**config.mk**
```make
export PLATFORM = sky130hd
export DESIGN_NAME = tmr_vote_monitor_flat
export DESIGN_NICKNAME = d
export VERILOG_FILES = /design/src/rtl/tmr_pkg.sv /design/src/rtl/tmr_vote_monitor_if.sv /design/src/rtl/tmr_health_fsm.sv /design/src/rtl/tmr_vote_monitor.sv /design/src/flat_wrapper.sv
export SDC_FILE = /design/constraint.sdc
export NUM_CORES = 1
export LEC_CHECK = 0
export CELL_PAD_IN_SITES_DETAIL_PLACEMENT = 0
export CELL_PAD_IN_SITES_GLOBAL_PLACEMENT = 2
export CORE_MARGIN = 4
export CORE_UTILIZATION = 37
export DETAILED_ROUTE_END_ITERATION = 7
export PLACE_DENSITY_LB_ADDON = 0.12
export SYNTH_ARGS = -nofsm -noshare
export SYNTH_HDL_FRONTEND = slang
export SYNTH_SLANG_ARGS = --single-unit
```
**constraint.sdc**
```tcl
create_clock -name clk -period 4.4 [get_ports clk]
set_input_delay 0.44 -clock clk [delete_from_list [all_inputs] [get_ports clk]]
set_output_delay 0.44 -clock clk [all_outputs]
set_load 0.05 [all_outputs]
```
**src/rtl/tmr_pkg.sv**
```systemverilog
// Shared types and helpers for the TMR vote monitor: health states, replica indices, majority.
package tmr_pkg;

  typedef enum logic [1:0] {
    HS_OK      = 2'd0,
    HS_SUSPECT = 2'd1,
    HS_FAILED  = 2'd2
  } health_e;

  localparam int unsigned REP_A = 0;
  localparam int unsigned REP_B = 1;
  localparam int unsigned REP_C = 2;

  // Widest bus maj3 handles; callers cast in and out.
  localparam int unsigned MAJ_W = 32;

  function automatic logic [MAJ_W-1:0] maj3(input logic [MAJ_W-1:0] a,
                                            input logic [MAJ_W-1:0] b,
                                            input logic [MAJ_W-1:0] c);
    return (a & b) | (b & c) | (c & a);
  endfunction

endpackage

```
**src/rtl/tmr_vote_monitor_if.sv**
```systemverilog
// Replica-sample input handshake and voted-result output handshake of the TMR vote monitor.
interface tmr_vote_monitor_if #(
  parameter int unsigned WIDTH = 2
);
  logic             in_valid;
  logic             in_ready;
  logic [WIDTH-1:0] in_a;
  logic [WIDTH-1:0] in_b;
  logic [WIDTH-1:0] in_c;
  logic             out_valid;
  logic             out_ready;
  logic [WIDTH-1:0] out_data;

  modport master (
    output in_valid, in_a, in_b, in_c, out_ready,
    input  in_ready, out_valid, out_data
  );

  modport slave (
    input  in_valid, in_a, in_b, in_c, out_ready,
    output in_ready, out_valid, out_data
  );
endinterface

```
**src/rtl/tmr_health_fsm.sv**
```systemverilog
// Per-replica health tracker: OK/SUSPECT/FAILED state, consecutive-mismatch run and saturating error count.
module tmr_health_fsm
  import tmr_pkg::*;
#(
  parameter int unsigned CNT_W       = 8,
  parameter int unsigned FAIL_THRESH = 4
) (
  input  logic             clk,
  input  logic             rst_n,
  input  logic             accept,
  input  logic             mis,
  input  logic             clr,
  output logic             fail,
  output logic             fail_nxt_c,
  output logic [CNT_W-1:0] err_cnt
);

  localparam int unsigned RUN_W = 8;
  localparam logic [1:0] ST_OK      = HS_OK;
  localparam logic [1:0] ST_SUSPECT = HS_SUSPECT;
  localparam logic [1:0] ST_FAILED  = HS_FAILED;
  localparam logic [CNT_W-1:0] CNT_MAX = '1;

  logic [1:0]       state_q, state_d;
  logic [RUN_W-1:0] run_q, run_d;
  logic [CNT_W-1:0] cnt_d;
  logic [RUN_W:0]   run_inc;

  always_ff @(posedge clk or negedge rst_n) begin
    if (!rst_n) begin
      state_q <= ST_OK;
      run_q   <= '0;
      err_cnt <= '0;
      fail    <= 1'b0;
    end else begin
      state_q <= state_d;
      run_q   <= run_d;
      err_cnt <= cnt_d;
      fail    <= fail_nxt_c;
    end
  end

  // Clear wins over a same-cycle accept; FAILED only leaves through clear.
  always_comb begin
    state_d = state_q;
    run_d   = run_q;
    cnt_d   = err_cnt;
    run_inc = (RUN_W+1)'(run_q) + (RUN_W+1)'(1);
    if (clr) begin
      state_d = ST_OK;
      run_d   = '0;
      cnt_d   = '0;
    end else if (accept) begin
      if (mis && (err_cnt != CNT_MAX)) cnt_d = err_cnt + CNT_W'(1);
      case (state_q)
        ST_OK, ST_SUSPECT: begin
          if (mis) begin
            run_d   = run_inc[RUN_W-1:0];
            state_d = (run_inc >= (RUN_W+1)'(FAIL_THRESH)) ? ST_FAILED : ST_SUSPECT;
          end else begin
            run_d   = '0;
            state_d = ST_OK;
          end
        end
        default: ;
      endcase
    end
    fail_nxt_c = (state_d == ST_FAILED);
  end

endmodule

```
**src/rtl/tmr_vote_monitor.sv**
```systemverilog
// Registered TMR voter with per-replica health tracking and degraded two-copy voting.
// Optional first-mismatch capture log enabled by defining TMR_ERR_LOG_EN.
module tmr_vote_monitor
  import tmr_pkg::*;
#(
  parameter int unsigned WIDTH       = 2,
  parameter int unsigned CNT_W       = 8,
  parameter int unsigned FAIL_THRESH = 4
) (
  input  logic             clk,
  input  logic             rst_n,
  input  logic             clr,
  tmr_vote_monitor_if.slave bus,
  output logic [2:0]       mis_abc,
  output logic [CNT_W-1:0] err_cnt_a,
  output logic [CNT_W-1:0] err_cnt_b,
  output logic [CNT_W-1:0] err_cnt_c,
  output logic [2:0]       fail_abc,
  output logic             dual_mis,
  output logic             fatal
`ifdef TMR_ERR_LOG_EN
  ,
  output logic             log_valid,
  output logic [WIDTH-1:0] log_a,
  output logic [WIDTH-1:0] log_b,
  output logic [WIDTH-1:0] log_c,
  output logic [15:0]      log_idx
`endif
);

  logic             out_valid_q;
  logic [WIDTH-1:0] out_data_q;
  logic             accept_c;
  logic [WIDTH-1:0] vote_c;
  logic             dual_c;
  logic [2:0]       mis_c;
  logic [2:0]       fail_nxt_c;
  logic [CNT_W-1:0] err_cnt [3];

  assign bus.in_ready  = !out_valid_q || bus.out_ready;
  assign bus.out_valid = out_valid_q;
  assign bus.out_data  = out_data_q;
  assign accept_c      = bus.in_valid && bus.in_ready;

  // Degraded vote with one FAILED copy: agreeing bits equal H0 anyway, so the result is H0.
  always_comb begin
    vote_c = WIDTH'(maj3(MAJ_W'(bus.in_a), MAJ_W'(bus.in_b), MAJ_W'(bus.in_c)));
    dual_c = 1'b0;
    case (fail_abc)
      3'b001: begin vote_c = bus.in_b; dual_c = |(bus.in_b ^ bus.in_c); end
      3'b010: begin vote_c = bus.in_a; dual_c = |(bus.in_a ^ bus.in_c); end
      3'b100: begin vote_c = bus.in_a; dual_c = |(bus.in_a ^ bus.in_b); end
      3'b011: vote_c = bus.in_c;
      3'b101: vote_c = bus.in_b;
      3'b110, 3'b111: vote_c = bus.in_a;
      default: ;
    endcase
    mis_c = {|(bus.in_c ^ vote_c), |(bus.in_b ^ vote_c), |(bus.in_a ^ vote_c)};
  end

  for (genvar i = 0; i < 3; i++) begin : g_rep
    tmr_health_fsm #(
      .CNT_W       (CNT_W),
      .FAIL_THRESH (FAIL_THRESH)
    ) u_fsm (
      .clk        (clk),
      .rst_n      (rst_n),
      .accept     (accept_c),
      .mis        (mis_c[i]),
      .clr        (clr),
      .fail       (fail_abc[i]),
      .fail_nxt_c (fail_nxt_c[i]),
      .err_cnt    (err_cnt[i])
    );
  end

  assign err_cnt_a = err_cnt[REP_A];
  assign err_cnt_b = err_cnt[REP_B];
  assign err_cnt_c = err_cnt[REP_C];

  // Result register; fatal looks at next-state fails so simultaneous failures flag on the same edge.
  always_ff @(posedge clk or negedge rst_n) begin
    if (!rst_n) begin
      out_valid_q <= 1'b0;
      out_data_q  <= '0;
      mis_abc     <= '0;
      dual_mis    <= 1'b0;
      fatal       <= 1'b0;
    end else begin
      if (accept_c) begin
        out_valid_q <= 1'b1;
        out_data_q  <= vote_c;
        mis_abc     <= mis_c;
        dual_mis    <= dual_c;
      end else if (bus.out_ready) begin
        out_valid_q <= 1'b0;
      end
      if (clr) fatal <= 1'b0;
      else if ((fail_nxt_c[0] & fail_nxt_c[1]) | (fail_nxt_c[1] & fail_nxt_c[2]) |
               (fail_nxt_c[0] & fail_nxt_c[2])) fatal <= 1'b1;
    end
  end

`ifdef TMR_ERR_LOG_EN
  logic [15:0] acc_idx_q;

  // First mismatching sample since reset or clear is captured once, with its accept index.
  always_ff @(posedge clk or negedge rst_n) begin
    if (!rst_n) begin
      acc_idx_q <= '0;
      log_valid <= 1'b0;
      log_a     <= '0;
      log_b     <= '0;
      log_c     <= '0;
      log_idx   <= '0;
    end else begin
      if (accept_c) acc_idx_q <= acc_idx_q + 16'd1;
      if (clr) begin
        log_valid <= 1'b0;
        log_a     <= '0;
        log_b     <= '0;
        log_c     <= '0;
        log_idx   <= '0;
      end else if (accept_c && (|mis_c) && !log_valid) begin
        log_valid <= 1'b1;
        log_a     <= bus.in_a;
        log_b     <= bus.in_b;
        log_c     <= bus.in_c;
        log_idx   <= acc_idx_q;
      end
    end
  end
`endif

endmodule

```
**src/flat_wrapper.sv**
```systemverilog
// flat-port wrapper written by rule: the top's interface ports become plain ports
module tmr_vote_monitor_flat import tmr_pkg::*;
#(
  parameter int unsigned WIDTH       = 2,
  parameter int unsigned CNT_W       = 8,
  parameter int unsigned FAIL_THRESH = 4
)
  (clk, rst_n, clr, mis_abc, err_cnt_a, err_cnt_b, err_cnt_c, fail_abc, dual_mis, fatal, bus_in_valid, bus_in_a, bus_in_b, bus_in_c, bus_out_ready, bus_in_ready, bus_out_valid, bus_out_data);
  tmr_vote_monitor_if #(.WIDTH(WIDTH)) bus_i ();
  input  logic clk;
  input  logic rst_n;
  input  logic clr;
  output logic [2:0] mis_abc;
  output logic [CNT_W-1:0] err_cnt_a;
  output logic [CNT_W-1:0] err_cnt_b;
  output logic [CNT_W-1:0] err_cnt_c;
  output logic [2:0] fail_abc;
  output logic dual_mis;
  output logic fatal;
  input wire logic [$bits(bus_i.in_valid)-1:0] bus_in_valid;
  input wire logic [$bits(bus_i.in_a)-1:0] bus_in_a;
  input wire logic [$bits(bus_i.in_b)-1:0] bus_in_b;
  input wire logic [$bits(bus_i.in_c)-1:0] bus_in_c;
  input wire logic [$bits(bus_i.out_ready)-1:0] bus_out_ready;
  output wire logic [$bits(bus_i.in_ready)-1:0] bus_in_ready;
  output wire logic [$bits(bus_i.out_valid)-1:0] bus_out_valid;
  output wire logic [$bits(bus_i.out_data)-1:0] bus_out_data;
  assign bus_i.in_valid = bus_in_valid;
  assign bus_i.in_a = bus_in_a;
  assign bus_i.in_b = bus_in_b;
  assign bus_i.in_c = bus_in_c;
  assign bus_i.out_ready = bus_out_ready;
  assign bus_in_ready = bus_i.in_ready;
  assign bus_out_valid = bus_i.out_valid;
  assign bus_out_data = bus_i.out_data;
  tmr_vote_monitor #(.WIDTH(WIDTH), .CNT_W(CNT_W), .FAIL_THRESH(FAIL_THRESH)) u_core (.clk(clk), .rst_n(rst_n), .clr(clr), .bus(bus_i), .mis_abc(mis_abc), .err_cnt_a(err_cnt_a), .err_cnt_b(err_cnt_b), .err_cnt_c(err_cnt_c), .fail_abc(fail_abc), .dual_mis(dual_mis), .fatal(fatal));
endmodule
```
## Word level (Yosys, flattened, before mapping)

Cells that the tools add are included.

| storage, ports and cells | value |
|---|---|
| flip-flop bits (word level) | 65 |
| input port bits | 11 |
| output and inout bits | 36 |
| word-level logic and storage cells | 135 |

| operators by class | value |
|---|---|
| add/sub/neg operators | 6 |
| magnitude comparators | 3 |
| equal/unequal tests | 16 |
| multiplexer cells | 42 |
| bitwise logic cells | 16 |
| reduce and logical (&&, ||, !) cells | 35 |

Operators with widths:

| operator | count |
|---|---|
| two-way mux 8 bit | 21 |
| two-way mux 2 bit | 15 |
| adder 8 x 1 -> 9 bit (second input constant) | 3 |
| greater-or-equal comparator 9 x 3 -> 1 bit (second input constant) | 3 |
| adder 8 x 1 -> 8 bit (second input constant) | 3 |
| inequality test 8 bit (second input constant) | 3 |
| OR reduction 2 bit | 10 |
| nonzero test 2 bit | 9 |
| == test 3 bit (second input constant) | 4 |
| AND reduction 2 bit | 6 |
| XOR 2 bit | 6 |
| bitwise AND 2 bit | 3 |
| == test 2 x 1 -> 1 bit (second input constant) | 3 |
| == test 2 bit (second input constant) | 3 |
| == test 3 x 2 -> 1 bit (second input constant) | 2 |
| zero test 2 bit | 3 |
| case mux 2 bit (3 select lines) | 1 |
| logical AND 1 bit | 4 |
| two-way mux 1 bit | 4 |
| bitwise OR 2 bit | 2 |
| OR reduction 4 bit | 1 |
| bitwise AND 1 bit | 3 |
| == test 3 x 1 -> 1 bit (second input constant) | 1 |
| case mux 1 bit (3 select lines) | 1 |
| other kinds (3) | 4 |

## Logic depth before layout (Yosys ltp)

Gate-level depths: netlist of run 1.

| logic depth | value |
|---|---|
| depth after elaboration | 16 |
| mapped depth | 10 |
| gate-level depth less buffers | 8 |

## Modules after synthesis

Synthesis of run 1 repeated with hierarchy kept, for this count alone.

| second synthesis, totals | value |
|---|---|
| cell total of the unflattened synthesis | 391 |
| area, all modules | 3752.3 µm² |

By module, submodules not included:

| module | times used | cells each | area an instance (µm²) | sequential area each (µm²) |
|---|---|---|---|---|
| tmr_health_fsm | 3 | 110 | 1047.3 | 475.5 |
| tmr_vote_monitor | 1 | 61 | 610.6 | 200.2 |

## Least setup slack after synthesis of run 1

Ideal clock, no wire load.

| path | value |
|---|---|
| path type | reg-to-reg |
| start point | reg u_core.out_valid_q (netlist: u_core.bus.out_valid) |
| end point | reg u_core.fatal |
| library setup time | 0.124 ns |
| arrival | 2.611 ns |
| required time | 4.276 ns |
| slack | 1.665 ns |
| cell stages (with the launch flop) | 9 |
| path buffers | 1 |
| period minus slack after synthesis | 2.735 ns |
| cells stage by stage | dfrtp_1 nand2b_1 and2_1 clkbuf_1 a21oi_1 nand2_1 a32oi_1 nor2_1 o31a_1 |

| on the way | value |
|---|---|
| word-level cells in the longest chain between the ends | 10 |
| elaborated cells on any way between the ends | 18 |
| classes of those cells | 3 x eq/ne; 6 x mux; 5 x bitwise; 4 x reduce/logical |

RTL lines:

| item | RTL line | source |
|---|---|---|
| start, declared | tmr_vote_monitor.sv:31 | `logic out_valid_q;` |
| start signal, assigned | tmr_vote_monitor.sv:84 | `out_valid_q <= 1'b0;` |
| start signal, assigned | tmr_vote_monitor.sv:91 | `out_valid_q <= 1'b1;` |
| start signal, assigned | tmr_vote_monitor.sv:96 | `out_valid_q <= 1'b0;` |
| zero test 1 bit (*) | tmr_vote_monitor.sv:40 | `assign bus.in_ready = !out_valid_q \|\| bus.out_ready;` |
| logical OR 1 bit (*) | tmr_vote_monitor.sv:40 |  |
| net bus_in_ready | flat_wrapper.sv:25 | `output wire logic [$bits(bus_i.in_ready)-1:0] bus_in_ready;` |
| logical AND 1 bit (*) | tmr_vote_monitor.sv:43 | `assign accept_c = bus.in_valid && bus.in_ready;` |
| two-way mux 2 bit | tmr_health_fsm.sv:53 | `end else if (accept) begin` |
| two-way mux 2 bit | tmr_health_fsm.sv:49 | `if (clr) begin` |
| == test 2 bit | tmr_health_fsm.sv:68 | `fail_nxt_c = (state_d == ST_FAILED);` |
| bitwise AND 1 bit | tmr_vote_monitor.sv:99 | `else if ((fail_nxt_c[0] & fail_nxt_c[1]) \| (fail_nxt_c[1] & fail_nxt_c[2]) \|` |
| bitwise OR 1 bit | tmr_vote_monitor.sv:99 |  |
| bitwise OR 1 bit (*) | tmr_vote_monitor.sv:99 |  |
| nonzero test 2 bit (no line) (*) | - |  |
| end signal, assigned | tmr_vote_monitor.sv:88 | `fatal <= 1'b0;` |
| end signal, assigned | tmr_vote_monitor.sv:98 | `if (clr) fatal <= 1'b0;` |
| end, declared | tmr_vote_monitor.sv:20 | `output logic fatal` |

The timed path passes the listed nets; every way through them passes the cells marked *.
A chain may end at the register's enable or synchronous reset.

## Worst setup path in the final report of run 1

| path | value |
|---|---|
| start point | in bus_in_a[0] |
| end point | reg u_core.g_rep[0].u_fsm.err_cnt[0] |

| on the way | value |
|---|---|
| word-level cells in the longest chain between the ends | 9 |
| elaborated cells on any way between the ends | 10 |
| classes of those cells | 1 x mux; 5 x bitwise; 4 x reduce/logical |

RTL lines:

| item | RTL line | source |
|---|---|---|
| start, declared | flat_wrapper.sv:21 | `input wire logic [$bits(bus_i.in_a)-1:0] bus_in_a;` |
| bitwise AND 2 bit | tmr_pkg.sv:20 | `return (a & b) \| (b & c) \| (c & a);` |
| bitwise OR 2 bit (2 in a row) | tmr_pkg.sv:20 |  |
| case mux 2 bit (3 select lines) | tmr_vote_monitor.sv:49 | `case (fail_abc)` |
| XOR 2 bit (*) | tmr_vote_monitor.sv:58 | `mis_c = {\|(bus.in_c ^ vote_c), \|(bus.in_b ^ vote_c), \|(bus.in_a ^ vote_c)};` |
| OR reduction 2 bit (*) | tmr_vote_monitor.sv:58 |  |
| logical AND 1 bit (*) | tmr_health_fsm.sv:54 | `if (mis && (err_cnt != CNT_MAX)) cnt_d = err_cnt + CNT_W'(1);` |
| nonzero test 2 bit (no line) (*) | - |  |
| AND reduction 2 bit (no line) (*) | - |  |
| end signal, assigned | tmr_health_fsm.sv:38 | `err_cnt <= cnt_d;` |
| end, declared | tmr_health_fsm.sv:15 | `output logic [CNT_W-1:0] err_cnt` |

Every way passes the cells marked *; elsewhere a longest branch is shown, timed or not.

==> out/results.txt, run 1 <==
Final #Nets = 491
RSZ-0062 raised after global routing = false
Fin. max-slew vios = 0
Critical Path Sink = u_core.g_rep[0].u_fsm.err_cnt[0]$_DFFE_PN0P_
Std-Cell Rows = 37
Synth warn = 0
Critical-path maximum fanout = 10
Clock Root Buffer = clkbuf_8
Worst clock skew = 11.96 ps
Die X = 110.4 um
Tot GR Track Use = 16.28%
Cts repair resizes = 0
Worst-Skew Late Latency = 330 ps
Status = completed
Boundary pin count = 47
Worst setup margin = 1592 ps
Setup_tns = 0 ps
First-pass GRT wire length = 15600 um
Final Util = 45.63%
Die height = 110.4 um
Reg2Reg Depth = 7
Critical path's most frequent cell = nor2_1
Leakage power = 1.942 nW
Initial antenna violation count = 0
Dominant cell type by area after synthesis = dfrtp_1
Most common cell in the netlist = dfrtp_1
Yosys cell types = 61
Seq/Total Area, Yosys = 41.95%
Final-report hold violation count = 0
Final period utilization = 63.82%
Hold slack = 208.7 ps
Post-CTS setup buffer count = 0
Top cell type's share of synthesized area = 41.95%
Remaining Overflow, GRT = 0
Inserted Clock Buffers = 9
Clock transition at the registers of the reported paths = 80 ps
VDD IR max = 0.1783 mV
Worst-Margin Slew = 843.5 ps
Initial Utilization = 37.73%
Gp weighted congestion = 0.8700
Critical Path End Type = register
Synth Instances = 423
Critical R2R Launch = u_core.g_rep[2].u_fsm.fail$_DFF_PN0_
Remaining DRCs = 0
Total wire length = 9078 um
Number of H-tree levels = 3
Layout cell share with drive strength beyond 1 = 8.457%
CORE AREA = 10280 um^2
Flops & latches, synth = 65
Count of flip-flops with a built-in enable after synthesis = 0
Crit. Startpoint = bus_in_a[0]
Fmax = 356.1 MHz
Routed WL per cell = 14.91 um
DRT iter0 DRCs = 171
Pre-CTS setup slack = 1197 ps
Worst EP arrival = 3020 ps
Layout fillers = 1058
FFs w/ async S/R, synth = 100.0%
CP max stage delay = 720 ps
Syn_area_per_cell = 9.167 um^2
Die ar. = 12180 um^2
Synthesized area = 3877 um^2
Total iterations of the first detailed-routing run = 4
Largest net degree at the start of global routing = 37
Clock tree buffer depth = 2
Worst r2r dst = u_core.g_rep[1].u_fsm.run_q[4]$_DFFE_PN0P_
Post-CTS Hold Fix Bufs = 0
Total power = 0.001435 W
Largest cells by area after synthesis = dfrtp_1 (42%), nor2_1 (4.9%), xnor2_1 (4.7%), nand2_1 (4.3%), ha_1 (3.9%)
PwrDens = 306.0 nW/um^2
Tmin final = 2808 ps
Routed vias/inst = 5.340
R2R Setup Slk = 1640 ps
Layout overhead on the synthesized area = 20.94%
Kind of critical path = primary input to register
Mapped Nets = 446
# Max-Cap Violations = 0
Worst path cell trace = clkdlybuf4s50_1 > ha_1 > nor3_1 > and2_1 > a211oi_2 > o41ai_4 > nor2_1 > xnor2_1 > nor2_1
Port Buffer Count = 46
Detailed placer's ending HPWL = 6350 um
Sink Count = 65
Number of global-route vias before repair = 3155
Critical-path top delay cell = o41ai_4
CTS tree = yes
Worst hold path type = primary input to asynchronous set/reset pin
Crit path required time = 4610 ps
Synth top cells by count = dfrtp_1 (65), nor2_1 (51), nand2_1 (44), o21ai_1 (25), nand3_1 (24)
Startpoint types = primary input
Max-slew headroom = 43.77%
Antenna viol nets, final = 0
Antenna diodes = 0
Final setup fails = 0
Primary FF master, synth = dfrtp_1
Via count = 3252
==> critical path, delay by kind of cell <==
kind,cells,cell delay (ps)
AO/OA/AOI/OAI,2,830
XOR/XNOR,1,190
adder cells (fa/ha/maj),1,260
buffers and inverters,1,550
AND/OR/NAND/NOR,4,750
==> layout make-up <==
cell class                 count  area [um^2]  area share [%]
clock inverter                 6        90.09           1.921
multi-input combinational    335         2153           45.92
timing repair buffer          50        485.5           10.35
inverter                       7        26.28          0.5603
tap                          136        170.2           3.629
sequential                    65         1627           34.69
clock buffer                  10        137.6           2.935
==> state kept, by name (all words and copies together) (netlist names) <==
register / flops
u_core.g_rep.u_fsm.run_q: 24
u_core.mis_abc: 3
u_core.fatal: 1
u_core.g_rep.u_fsm.err_cnt: 24
u_core.g_rep.u_fsm.fail: 3
u_core.dual_mis: 1
u_core.bus.out_data: 2
u_core.bus.out_valid: 1
u_core.g_rep.u_fsm.state_q: 6
==> metal layers <==
metal / vias up / track usage (%) / part of all wire (%)
li1: 1625 / - / -
met1: 1559 / 23.28 / 51
met2: 57 / 24.65 / 45
met3: 11 / 3.320 / 3.3
met4: 0 / 5.277 / 1.2
met5: - / 0 / 0
==> layout by cell type, fill, tap and decap left out, drive strengths merged, types with 12 or more instances in the layout <==
| cell | count |
|---|---|
| xnor2 | 21 |
| clkdlybuf4s50 | 45 |
| nand2 | 44 |
| ha | 12 |
| dfrtp | 65 |
| a21oi | 17 |
| nor3 | 16 |
| nor2 | 51 |
| nand3 | 24 |
| o21ai | 30 |
==> how the worst min path moves through the flow <==
stage | cells after the start | endpoint | start
global route | 1 | u_core.g_rep[1].u_fsm.run_q[0]$_DFFE_PN0P_ | rst_n
finish | 1 | u_core.bus.out_data[1]$_DFFE_PN0P_ | rst_n
detailed placement | 2 | u_core.g_rep[0].u_fsm.state_q[0]$_DFF_PN0_ | u_core.g_rep[0].u_fsm.state_q[0]$_DFF_PN0_
floorplan | 0 | u_core.bus.out_data[0]$_DFFE_PN0P_ | rst_n
CTS | 1 | u_core.bus.out_data[1]$_DFFE_PN0P_ | rst_n
global placement | 2 | u_core.mis_abc[1]$_DFFE_PN0P_ | u_core.mis_abc[1]$_DFFE_PN0P_
==> power breakdown <==
part | internal [W] | leakage, nW | switching, W
clock | 0.000337 | 0.113 | 0.000239
combinational | 0.0000759 | 0.941 | 0.000149
sequential | 0.000617 | 0.888 | 0.0000176
total | 0.00103 | 1.94 | 0.000406
==> logic make-up after synthesis <==
group / synth area share, %
adder cells (fa/ha/maj): 3.872
AO/OA/AOI/OAI: 19.78
XOR/XNOR: 5.421
AND/OR/NAND/NOR: 25.17
multiplexers: 1.097
flip-flops: 41.95
buffers and inverters: 2.710
==> metrics by stage <==
step / area [um^2] / instances
floorplan: 3877 / 423
global placement: 4462 / 593
detailed placement: 4462 / 593
CTS: 4690 / 609
global route: 4690 / 609
finish: 4690 / 609
(Power assumes the default switching activity.)
==> inputs of run 2 (changes only) <==
--- a/config.mk
+++ b/config.mk
@@ -8,7 +8,7 @@
 export CELL_PAD_IN_SITES_DETAIL_PLACEMENT = 0
 export CELL_PAD_IN_SITES_GLOBAL_PLACEMENT = 2
 export CORE_MARGIN = 4
-export CORE_UTILIZATION = 37
+export CORE_UTILIZATION = 31
 export DETAILED_ROUTE_END_ITERATION = 7
 export PLACE_DENSITY_LB_ADDON = 0.12
 export SYNTH_ARGS = -nofsm -noshare
==> constraint.sdc (replaced) <==
create_clock -name clk -period 2.36 [get_ports clk]
set_input_delay 0.236 -clock clk [delete_from_list [all_inputs] [get_ports clk]]
set_output_delay 0.236 -clock clk [all_outputs]
set_load 0.05 [all_outputs]
==> out/results.txt, run 2 (synthesis results as in run 1) <==
Clock transition at the registers of the reported paths = 50 ps (was 80 ps)
CORE AREA = 12110 um^2 (was 10280 um^2)
Critical Path End Type = register (unchanged)
Std-Cell Rows = 40 (was 37)
Worst r2r dst = u_core.fatal$_DFFE_PN0P_ (was u_core.g_rep[1].u_fsm.run_q[4]$_DFFE_PN0P_)
Initial Utilization = 32.01% (was 37.73%)
Most frequent cells in the layout = dfrtp_1 (64), buf_4 (54), nor2_1 (50) (was dfrtp_1 (65), nor2_1 (51), clkdlybuf4s50_1 (45))
Tmin final = 2376 ps
Largest regs = u_core.g_rep.u_fsm.err_cnt (24), u_core.g_rep.u_fsm.run_q (24), u_core.g_rep.u_fsm.state_q (6) (unchanged)
R2R Setup Slk = -20 ps (was 1640 ps)
Fin. max-slew vios = 0 (unchanged)
Commonest non-fill, non-tap cell in the layout = dfrtp_1 (unchanged)
Die height = 119.8 um (was 110.4 um)
VDD IR max = 0.3268 mV (was 0.1783 mV)
Largest net degree at the start of global routing = 33 (was 37)
CP max stage delay = 410 ps (was 720 ps)
Final period utilization = 100.7%
Max-slew headroom = 58.01% (was 43.77%)
First-pass GRT wire length = 16930 um (was 15600 um)
CTS tree = yes (unchanged)
Final Util = 46.49% (was 45.63%)
Worst clock skew = 2.707 ps (was 11.96 ps)
Gp weighted congestion = 0.7876 (was 0.8700)
Reg2Reg Depth = 9 (was 7)
Leakage power = 2.348 nW (was 1.942 nW)
Inserted Clock Buffers = 9 (unchanged)
Via count = 3522 (was 3252)
Routed vias/inst = 5.010 (was 5.340)
Final setup fails = 1 (was 0)
Number of global-route vias before repair = 3439 (was 3155)
Kind of critical path = register to register (was primary input to register)
Critical path's most frequent cell = buf_6 (was nor2_1)
Startpoint types = register (was primary input)
Remaining DRCs = 0 (unchanged)
Worst EP arrival = 2590 ps (was 3020 ps)
Worst hold path type = primary input to asynchronous set/reset pin (unchanged)
Critical-path maximum fanout = 4 (was 10)
Final-report hold violation count = 0 (unchanged)
Routed WL per cell = 15.12 um (was 14.91 um)
PwrDens = 571.5 nW/um^2 (was 306.0 nW/um^2)
Total iterations of the first detailed-routing run = 5 (was 4)
Worst path cell trace = buf_6 > a21bo_4 > a22oi_2 > a211oi_4 > or2_4 > o311ai_4 > buf_6 > nor2_2 > o31a_1 (was clkdlybuf4s50_1 > ha_1 > nor3_1 > and2_1 > a211oi_2 > o41ai_4 > nor2_1 > xnor2_1 > nor2_1)
Layout overhead on the synthesized area = 45.21% (was 20.94%)
Die X = 119.8 um (was 110.4 um)
Detailed placer's ending HPWL = 7133 um (was 6350 um)
Sink Count = 65 (unchanged)
Total wire length = 10630 um (was 9078 um)
Worst-Margin Slew = 627.5 ps (was 843.5 ps)
Antenna viol nets, final = 0 (unchanged)
Remaining Overflow, GRT = 0 (unchanged)
Worst-Skew Late Latency = 320 ps (was 330 ps)
Setup_tns = -15.98 ps (was 0 ps)
Layout fillers = 1187 (was 1058)
RSZ-0062 raised after global routing = true (was false)
Failing checks = setup timing
Crit path required time = 2570 ps (was 4610 ps)
Critical-path top delay cell = dfrtp_1 (was o41ai_4)
Antenna diodes = 0 (unchanged)
Tot GR Track Use = 14.47% (was 16.28%)
Boundary pin count = 47 (unchanged)
Layout cell share with drive strength beyond 1 = 26.17% (was 8.457%)
Port Buffer Count = 46 (unchanged)
Number of H-tree levels = 3 (unchanged)
Fmax = 420.9 MHz
Worst setup margin = -15.98 ps (was 1592 ps)
Die ar. = 14360 um^2 (was 12180 um^2)
Final #Nets = 554 (was 491)
Clock Root Buffer = clkbuf_16 (was clkbuf_8)
Clock tree buffer depth = 2 (unchanged)
Critical R2R Launch = u_core.g_rep[1].u_fsm.fail$_DFF_PN0_ (was u_core.g_rep[2].u_fsm.fail$_DFF_PN0_)
# Max-Cap Violations = 0 (unchanged)
DRT iter0 DRCs = 151 (was 171)
Status = complete, but fails checks (was completed)
Initial antenna violation count = 0 (unchanged)
==> run 2: worst max path at each step <==
| stage | startpoint | to | slack (ps) | cells past startpoint |
|---|---|---|---|---|
| global placement | bus_in_c[0] | u_core.fatal$_DFFE_PN0P_ | -460 | 10 |
| detailed placement | bus_in_c[1] | u_core.fatal$_DFFE_PN0P_ | -490 | 10 |
| finish | u_core.g_rep[1].u_fsm.fail$_DFF_PN0_ | u_core.fatal$_DFFE_PN0P_ | -20 | 9 |
| global route | u_core.g_rep[2].u_fsm.run_q[0]$_DFFE_PN0P_ | u_core.fatal$_DFFE_PN0P_ | -130 | 9 |
| floorplan | u_core.g_rep[2].u_fsm.fail$_DFF_PN0_ | u_core.g_rep[1].u_fsm.err_cnt[7]$_DFFE_PN0P_ | 20 | 9 |
| CTS | u_core.g_rep[1].u_fsm.fail$_DFF_PN0_ | u_core.fatal$_DFFE_PN0P_ | -4 | 9 |
==> run 2: layout make-up <==
| cell class | count | area [um^2] | share of cell area, % |
|---|---|---|---|
| Clock buffer | 13 | 270.3 | 4.800 |
| Clock inverter | 2 | 60.06 | 1.067 |
| Inverter | 7 | 26.28 | 0.4667 |
| Multi-Input combinational cell | 336 | 2435 | 43.24 |
| Sequential cell | 65 | 1628 | 28.91 |
| Tap cell | 168 | 210.2 | 3.733 |
| Timing Repair Buffer | 112 | 1001 | 17.78 |
==> run 2: timing repair <==
| item | in CTS | in global routing |
|---|---|---|
| buffers inserted | 2 | 8 |
| resized for setup | 10 | 49 |
| hold endpoints to repair | 18 | 0 |
| hold buffers | 1 | 0 |
| cloned | 0 | 2 |
| pin swaps | 8 | 24 |
| endpoints found under the setup margin | 13 | 41 |
==> run 2: critical path: cells and delay by family, from the launching register on <==
family / cells / cell delay, ps
AO/OA/AOI/OAI: 5 / 1230
flip-flops: 1 / 410
AND/OR/NAND/NOR: 2 / 330
buffers and inverters: 2 / 290
==> run 2: report_power, final <==
group          internal [W]  leakage [nW]  switching [W]
registers           0.00115         0.888      0.0000293
clock network       0.00101         0.162       0.000473
logic              0.000226          1.30       0.000331
total               0.00238          2.35       0.000834
==> run 2: per-layer routing <==
layer / vias to the layer above / share of wire (%) / global-route usage [%]
li1: 1755 / - / -
met1: 1693 / 49 / 19.66
met3: 9 / 3.2 / 2.922
met2: 65 / 46 / 22.53
met4: 0 / 1.2 / 5.870
met5: - / 0 / 0
==> run 2: per-stage QoR <==
stage               instances  power, W  area (um^2)  hold WS, ps  worst slack, ps
floorplan                 423  0.001474         3885       -59.59            16.61
global placement          675  0.001694         4897        237.4           -456.6
detailed placement        675  0.001695         4897        238.7           -493.5
CTS                       693  0.003212         5293        434.2           -4.196
global route              703  0.003366         5630        474.3           -131.3
finish                    703  0.003218         5630        435.8           -15.98
==> inputs of run 3 (changes only) <==
--- a/config.mk
+++ b/config.mk
@@ -11,6 +11,7 @@
 export CORE_UTILIZATION = 31
 export DETAILED_ROUTE_END_ITERATION = 7
 export PLACE_DENSITY_LB_ADDON = 0.12
+export SLEW_MARGIN = 40
 export SYNTH_ARGS = -nofsm -noshare
 export SYNTH_HDL_FRONTEND = slang
 export SYNTH_SLANG_ARGS = --single-unit
==> constraint.sdc (replaced) <==
create_clock -name clk -period 2.36 [get_ports clk]
set_input_delay 0.236 -clock clk [delete_from_list [all_inputs] [get_ports clk]]
set_output_delay 0.236 -clock clk [all_outputs]
set_load 0.005 [all_outputs]
==> out/results.txt, run 3 (synthesis results as in run 1) <==
Status = completed (was complete, but fails checks)
Sink Count = 65 (unchanged)
Worst setup margin = 42.79 ps (was -15.98 ps)
PwrDens = 534.5 nW/um^2 (was 571.5 nW/um^2)
Largest net degree at the start of global routing = 40 (was 33)
Final period utilization = 98.19% (was 100.7%)
Number of H-tree levels = 3 (unchanged)
Multi-input combinational cell area = 2337 um^2 (was 2435 um^2)
Final-report hold violation count = 0 (unchanged)
Routed vias/inst = 4.927 (was 5.010)
Tmin final = 2317 ps (was 2376 ps)
Clock tree buffer depth = 2 (unchanged)
Die X = 119.8 um (unchanged)
VDD IR max = 0.2209 mV (was 0.3268 mV)
Max-slew headroom = 52.45% (was 58.01%)
CORE AREA = 12110 um^2 (unchanged)
Layout cell share with drive strength beyond 1 = 23.60% (was 26.17%)
Setup_tns = 0 ps (was -15.98 ps)
Leakage power = 2.318 nW (was 2.348 nW)
Die ar. = 14360 um^2 (unchanged)
Clock Root Buffer = clkbuf_16 (unchanged)
Crit path required time = 2580 ps (was 2570 ps)
Layout overhead on the synthesized area = 41.24% (was 45.21%)
CTS tree = yes (unchanged)
Layout fillers = 1233 (was 1187)
Routed WL per cell = 14.21 um (was 15.12 um)
Worst EP arrival = 2540 ps (was 2590 ps)
Final #Nets = 552 (was 554)
FF+latch area = 1627 um^2 (was 1628 um^2)
Antenna viol nets, final = 0 (unchanged)
Port Buffer Count = 46 (unchanged)
Fin. max-slew vios = 0 (unchanged)
RSZ-0062 raised after global routing = true (unchanged)
Detailed placer's ending HPWL = 7014 um (was 7133 um)
Commonest non-fill, non-tap cell in the layout = dfrtp_1 (unchanged)
Die height = 119.8 um (unchanged)
DRT iter0 DRCs = 179 (was 151)
Critical Path End Type = register (unchanged)
Final setup fails = 0 (was 1)
Largest regs = u_core.g_rep.u_fsm.err_cnt (24), u_core.g_rep.u_fsm.run_q (24), u_core.g_rep.u_fsm.state_q (6) (unchanged)
Critical-path maximum fanout = 10 (was 4)
Most frequent cells in the layout = dfrtp_1 (65), buf_4 (55), nor2_1 (51) (was dfrtp_1 (64), buf_4 (54), nor2_1 (50))
Tot GR Track Use = 14.56% (was 14.47%)
Worst clock skew = 9.257 ps (was 2.707 ps)
# Max-Cap Violations = 0 (unchanged)
Antenna diodes = 0 (unchanged)
Inserted Clock Buffers = 9 (unchanged)
Worst hold path type = primary input to asynchronous set/reset pin (unchanged)
Crit. Startpoint = u_core.g_rep[1].u_fsm.fail$_DFF_PN0_ (unchanged)
Clock transition at the registers of the reported paths = 60 ps (was 50 ps)
Startpoint types = register (unchanged)
Pre-CTS setup slack = -411.1 ps (was -493.5 ps)
Remaining Overflow, GRT = 0 (unchanged)
Boundary pin count = 47 (unchanged)
Remaining DRCs = 0 (unchanged)
Worst-Margin Slew = 710.7 ps (was 627.5 ps)
Std-Cell Rows = 40 (unchanged)
Gp weighted congestion = 0.7784 (was 0.7876)
Via count = 3459 (was 3522)
Initial Utilization = 32.01% (unchanged)
First-pass GRT wire length = 16820 um (was 16930 um)
Critical R2R Launch = u_core.g_rep[1].u_fsm.fail$_DFF_PN0_ (unchanged)
Total iterations of the first detailed-routing run = 4 (was 5)
Number of global-route vias before repair = 3404 (was 3439)
Initial antenna violation count = 0 (unchanged)
Total wire length = 9975 um (was 10630 um)
Worst-Skew Late Latency = 330 ps (was 320 ps)
Fmax = 431.6 MHz (was 420.9 MHz)
Final Util = 45.22% (was 46.49%)
Kind of critical path = register to register (unchanged)
run 3: changes by cell type in the layout (fill, tap and decap cells not counted), moves of 2 or more:
cell and delta:
clkinv_2 +4, nor3_2 -3, nor3b_2 +2, a211o_1 +2, clkbuf_8 -3, nor3_1 +3, a211o_4 -2, nor3b_1 -2
run 3: final cells by class:
| cell class | count | share of cell area, % |
|---|---|---|
| clock inverters | 6 | 1.074 |
| repair buffers | 111 | 18.05 |
| well taps | 168 | 3.838 |
| inverters | 7 | 0.4798 |
| multi-input cells | 335 | 42.68 |
| flip-flops and latches | 65 | 29.70 |
| clock buffers | 10 | 4.181 |
run 3: what timing repair did:
item                                    in CTS  in global routing
resized for setup                            3                 40
setup buffers                                1                  6
cloned                                       0                  1
endpoints found under the hold margin        6                  0
pin swaps                                    1                  9
endpoints found under the setup margin       3                 44
hold buffers                                 1                  0
run 3: worst paths after layout:
path                                                                      to  slack [ps]  cells past startpoint
worst max-delay path            u_core.g_rep[1].u_fsm.err_cnt[5]$_DFFE_PN0P_          40                      9
worst min-delay path              u_core.g_rep[1].u_fsm.run_q[6]$_DFFE_PN0P_         290                      2
worst max register to register  u_core.g_rep[1].u_fsm.err_cnt[5]$_DFFE_PN0P_          40                      9
worst min register to register                   u_core.dual_mis$_DFFE_PN0P_         480                      2
max in group asynchronous       u_core.g_rep[2].u_fsm.err_cnt[6]$_DFFE_PN0P_        1300                      3
min in group clk                                 u_core.dual_mis$_DFFE_PN0P_         480                      2
run 3: power breakdown:
group | switching (W) | internal (W) | total (W)
clock network | 0.000496 | 0.000812 | 0.00131
registers | 0.0000298 | 0.00115 | 0.00118
logic | 0.000220 | 0.000218 | 0.000438
run 3: per-stage QoR:
stage          instances  hold slack, ps  power [W]  cell area, um^2
6_report             702           294.7   0.002927             5477
5_1_grt              702           305.0   0.003093             5477
4_1_cts              695           285.4   0.002940             5226
3_5_place_dp         677           89.59   0.001601             4905
3_3_place_gp         677           93.19   0.001598             4905
2_1_floorplan        423          -59.59   0.001381             3877
run 3: critical path, cell delays in order, from the launching register on:
cell     delay, ps
dfrtp_1        420
and2b_2        300
a22oi_2        100
buf_4          140
buf_4          120
a211o_1        290
a41o_4         340
nor4_4         290
xnor2_1        140
nor2_1          50
run 3: layer usage:
layer	vias up	routed length (um)	GRT usage (%)
met5	-	0	0
met4	0	110	6.013
met3	7	420	3.582
met2	51	4524	22.32
met1	1642	4919	19.68
li1	1759	-	-
